==> config.mk <==
export PLATFORM = sky130hd
export DESIGN_NAME = t_count_sequencer
export DESIGN_NICKNAME = d
export VERILOG_FILES = /design/src/rtl/t_count_pkg.sv /design/src/rtl/t_cell.sv /design/src/rtl/t_count_sequencer.sv
export SDC_FILE = /design/constraint.sdc
export NUM_CORES = 1
export LEC_CHECK = 0
export ABC_CLOCK_PERIOD_IN_PS = 2200
export CORE_UTILIZATION = 50
export DETAILED_ROUTE_END_ITERATION = 10
export PLACE_DENSITY = 0.77
export SLEW_MARGIN = 20
export SYNTH_ARGS = -nofsm -noshare
export SYNTH_HDL_FRONTEND = slang
export SYNTH_SLANG_ARGS = --single-unit
==> constraint.sdc <==
create_clock -name clock -period 2.2 [get_ports clock]
set_input_delay 0.44 -clock clock [delete_from_list [all_inputs] [get_ports clock]]
set_output_delay 0.44 -clock clock [all_outputs]
set_load 0.03 [all_outputs]
==> src/rtl/t_count_pkg.sv <==
// Shared state encoding and direction constants for the toggle-cell counter sequencer.
package t_count_pkg;

    typedef enum logic [1:0] {
        IDLE  = 2'b00,
        COUNT = 2'b01,
        DONE  = 2'b10
    } state_t;

    localparam logic DIR_UP   = 1'b1;
    localparam logic DIR_DOWN = 1'b0;

endpackage

==> src/rtl/t_cell.sv <==
// Single toggle flip-flop: q flips on the falling clock edge whenever t is high.
module t_cell (
    input  logic clock,
    input  logic reset_n,
    input  logic t,
    output logic q
);

    always_ff @(negedge clock or negedge reset_n) begin
        if (!reset_n) begin
            q <= 1'b0;
        end else begin
            q <= q ^ t;
        end
    end

endmodule

==> src/rtl/t_count_sequencer.sv <==
// Up/down run sequencer driving a bank of toggle cells; the toggle network is the only count path.
module t_count_sequencer
    import t_count_pkg::*;
#(
    parameter int WIDTH = 4
) (
    input  logic             clock,
    input  logic             reset_n,
    input  logic             start,
    input  logic             up_down,
    input  logic [WIDTH-1:0] limit,
    input  logic             hold,
    output logic [WIDTH-1:0] count,
    output logic             busy,
    output logic             tc,
    output logic             done
);

    state_t           state;
    logic             dir_q;
    logic [WIDTH-1:0] limit_q;
    logic [WIDTH-1:0] end_val;
    logic [WIDTH-1:0] load_val;
    logic [WIDTH-1:0] step_t;
    logic [WIDTH-1:0] tgl;
    logic             carry;

    assign end_val  = (dir_q == DIR_UP) ? limit_q : '0;
    assign load_val = (up_down == DIR_UP) ? '0 : limit;
    assign tc       = busy && (count == end_val);

    // Bit i toggles when all lower bits match the direction (all 1 up, all 0 down).
    always_comb begin
        step_t = '0;
        carry  = 1'b1;
        for (int unsigned i = 0; i < WIDTH; i++) begin
            step_t[i] = carry;
            carry     = carry & (count[i] ~^ dir_q);
        end
    end

    // Loading is done through the cells too: toggling exactly the differing bits.
    always_comb begin
        tgl = '0;
        case (state)
            IDLE:    if (start) tgl = count ^ load_val;
            COUNT:   if (!tc && !hold) tgl = step_t;
            default: tgl = '0;
        endcase
    end

    always_ff @(negedge clock or negedge reset_n) begin
        if (!reset_n) begin
            state   <= IDLE;
            dir_q   <= DIR_UP;
            limit_q <= '0;
            busy    <= 1'b0;
            done    <= 1'b0;
        end else begin
            case (state)
                IDLE: begin
                    if (start) begin
                        limit_q <= limit;
                        dir_q   <= up_down;
                        state   <= COUNT;
                        busy    <= 1'b1;
                    end
                end
                COUNT: begin
                    if (count == end_val) begin
                        state <= DONE;
                        busy  <= 1'b0;
                        done  <= 1'b1;
                    end
                end
                DONE: begin
                    state <= IDLE;
                    done  <= 1'b0;
                end
                default: begin
                    state <= IDLE;
                    busy  <= 1'b0;
                    done  <= 1'b0;
                end
            endcase
        end
    end

    for (genvar i = 0; i < WIDTH; i++) begin : g_cell
        t_cell u_cell (
            .clock   (clock),
            .reset_n (reset_n),
            .t       (tgl[i]),
            .q       (count[i])
        );
    end

endmodule

Yosys cells after proc, flatten, opt, wreduce, memory -nomap -nowiden
Cells that the tools add are included.
W data, S select, Z words.
Word-level totals
  output and inout bits: 7
  input port bits: 9
  register bits after elaboration: 13
Operators by class
  reductions and logical operators: 9
  muxes and demuxes: 13
  bitwise logic cells: 12
  eq/ne operators: 5
Operators with widths (number)
  $mux W4: 4
  $pmux W4 S2: 1
  $reduce_and A2 Y1: 3
  $eq A4 B4 Y1: 1
  $mux W2: 2
  $ne A2 B2 Y1 const B: 2
  $pmux W2 S2: 1
  $xor A1 B1 Y1: 4
  $xor A4 B4 Y4: 1
  $mux W1: 3
  $pmux W1 S3: 1
  $reduce_and A3 Y1: 1
  $xnor A1 B1 Y1: 3
  $and A1 B1 Y1: 2
  $eq A2 B1 Y1 const B: 1
  $eq A2 B2 Y1 const B: 1
  $logic_and A1 B1 Y1: 2
  $logic_not A1 Y1: 2
  $logic_not A2 Y1: 1
  $not A1 Y1: 2
  $pmux W1 S2: 1

Depth between registers and ports, before layout
  depth in word-level cells: 8
  depth in mapped cells: 6
  depth with buffers taken out: 5

Hierarchy
A second synthesis with hierarchy kept.
Unflattened totals
  cell total of the unflattened synthesis: 79
  area total of the unflattened synthesis: 795.8 um^2
By module, submodules not included
  t_count_sequencer: cells each 71, seq. area each 226.5 um^2, area an instance 660.6 um^2, times used 1
  t_cell: cells each 2, seq. area each 25.0 um^2, area an instance 33.8 um^2, times used 4

==> flow_summary.ini <==
[power_and_ir_drop]
power_mw = 2.06
power_leakage_nw = 0.555
p_per_area_nw_per_um2 = 1620
peakVddDrop_v = 0.000952

[die]
ios = 16
coreArea_um2 = 1540
rows = 14
initial_utilization_pct = 54.5
die_h_um = 43.0
die-area_um2 = 1850
die_w_um = 43.0

[placed_design]
dp_cells = 122
globalplace.congestion = 0.842
port-buffer-count = 15
post-dp-hpwl_um = 1470
placed_area_um2 = 1100

[yosys]
yosys-top-cells-area = dfrtn_1 36%, a211oi_2 4.5%, mux2_1 4.0%
synth_area_per_cell_um2 = 10.2
synth_top_family_by_area = compound AO/OA/AOI/OAI gates
synthMuxAreaShare_pct = 8.94
yosysTopAreaCell = dfrtn_1
ys_seq_area_share_pct = 38.9
synth_adder_area_share_pct = 0
synth_top_area_share_pct = 35.8
synth-simple-area-share_pct = 16.1
synth_nets = 91
netlist_instances = 82
synth.ff_latch_count = 13
synth_xor_area_share_pct = 3.13
synth_cell_types = 37
synth_compound_area_share_pct = 24.9
synth_warnings = 0
synthesis.area_um2 = 840

[worst_setup_path]
required_ns = 1.76
critPathSlowestCell = dfstp_2
path_class = flop to output pin
cp.arrival_ns = 2.81
endpoint_kind = output pin
path_max_fanout = 6
cp_cell_sequence = nand4b_1 > o22a_2 > a22oi_4 > and2_4 > buf_6
start_kind = flop
slowest_delay_ns = 0.57

[layout]
drive_gt1_share_pct = 50.0
final_cell_count_no_fill = 132
final_cell_mix = 14 x buf_6, 14 x buf_4, 12 x dfrtn_1
antenna_cells = 0
stdcell_area_um2 = 1270
final_nets = 126
area_growth_pct = 50.8

[global_route]
grt-ovfl-total = 0
grt_pass1_wl_um = 4040
grt_pass1_vias = 840
grt_max_degree = 9
antenna_found_initial = 0
grt_usage_pct = 30.8

[status]
status = complete, but fails checks
violations = negative setup slack

[sta]
rsz0062_at_grt = true
tns_ns = -2.91
setup_viol = 7
skew_ns = 0.0518
slew_headroom_pct = 77.7
holdWs_ns = 0.484
fin_ws_ns = -1.05
final_max_slew_viol_count = 0
finalHoldViolations = 0
worst_pin_slew_ns = 0.332

[clock_network]
cts-root-buf = clkbuf_4
cts_buffer_depth = 2
clk_pin_slew_worst_paths_ns = 0.05
cts_buffers = 3
clk_latency_ns = 0.33
cts_htree_levels = 1
clkSinkCount = 13
ctsHoldBuffers = 0
cts_tree = done

[flow_run]
drv_cap = 0

[route]
ant_nets = 0
wl_per_cell_um = 16.8
dr.pass1.iters = 4
vias_per_cell = 6.02
drt_iter0_markers = 34
drt_wl_total_um = 2210
drc_errors = 0
vias = 795

[min_path]
min_path_type = flop to flop
## worst max-delay path: cells and delay by family, from the launching register on
family | cells | cell delay, ns
AND/OR/NAND/NOR | 2 | 0.26
AO/OA/AOI/OAI | 2 | 0.43
flip-flops | 1 | 0.57
buffers and inverters | 1 | 0.12
## final timing paths
kind,startpoint,endpoint,slack (ns),depth (start not counted)
max,dir_q,tc,-1.05,5
max reg2reg,dir_q,g_cell[2].u_cell.q,0.30,7
max in group asynchronous,reset_n,g_cell[0].u_cell.q,0.54,2
min reg2reg,state[1],done,0.48,1
min in group asynchronous,reset_n,limit_q[1],1.51,2
min,state[1],done,0.48,1
## power by group
part           leakage (nW)  switching [mW]  internal [mW]
Combinational         0.376           0.669          0.701
Sequential            0.155           0.158          0.374
Clock                0.0245          0.0858         0.0682
## per-layer routing
metal	vias to the layer above	GRT usage (%)	wire length (um)
met5	-	0	0
met4	0	16.4	31
met3	4	8.09	74
met2	20	44.2	1110
met1	401	42.3	998
li1	370	-	-
## synth_stat cells, drive strengths merged
master / number
inv: 3
nor3b: 1
nor2: 8
o21ai: 6
a2111oi: 1
or2: 1
buf: 7
dfstp: 1
xor2: 3
dfrtn: 12
mux2: 4
a22oi: 4
mux2i: 3
and2: 1
a221oi: 1
nor2b: 1
nand4b: 2
and2b: 1
a21oi: 2
a21o: 1
a211oi: 4
and3: 1
nor3: 1
o22a: 2
a21bo: 1
nand2: 3
nand2b: 2
o32ai: 1
nand3: 2
a21boi: 2
## stage by stage
stage               util [%]  setup slack [ns]
floorplan                  -            -0.737
global placement        71.2            -0.701
detailed placement      71.2            -0.730
CTS                     82.1             -1.08
global route            82.1             -1.10
finish                  82.1             -1.05
## state kept, by name, summed over array words and instances (netlist names)
signal	count
limit_q	4
dir_q	1
done	1
g_cell.u_cell.q	4
state	2
busy	1
## cell type report
class / count / area, um2
Clock buffer: 3 / 22.5
Clock inverter: 2 / 7.51
Fill cell: 80 / 275
Inverter: 2 / 7.51
Multi-Input combinational cell: 60 / 552
Sequential cell: 13 / 327
Tap cell: 16 / 20.0
Timing Repair Buffer: 36 / 330
## cells by family after synthesis
family / count (synthesis)
buffers and inverters: 10
flip-flops: 13
AO/OA/AOI/OAI: 25
AND/OR/NAND/NOR: 24
XOR/XNOR: 3
multiplexers: 7
## what timing repair did
action                     CTS  global route
gates cloned                 1             0
setup endpoints to repair   18            11
setup buffers                4             4
resized for setup           35             1
pin swaps                    8             6
Note: power is estimated with default switching activity, not from simulation.
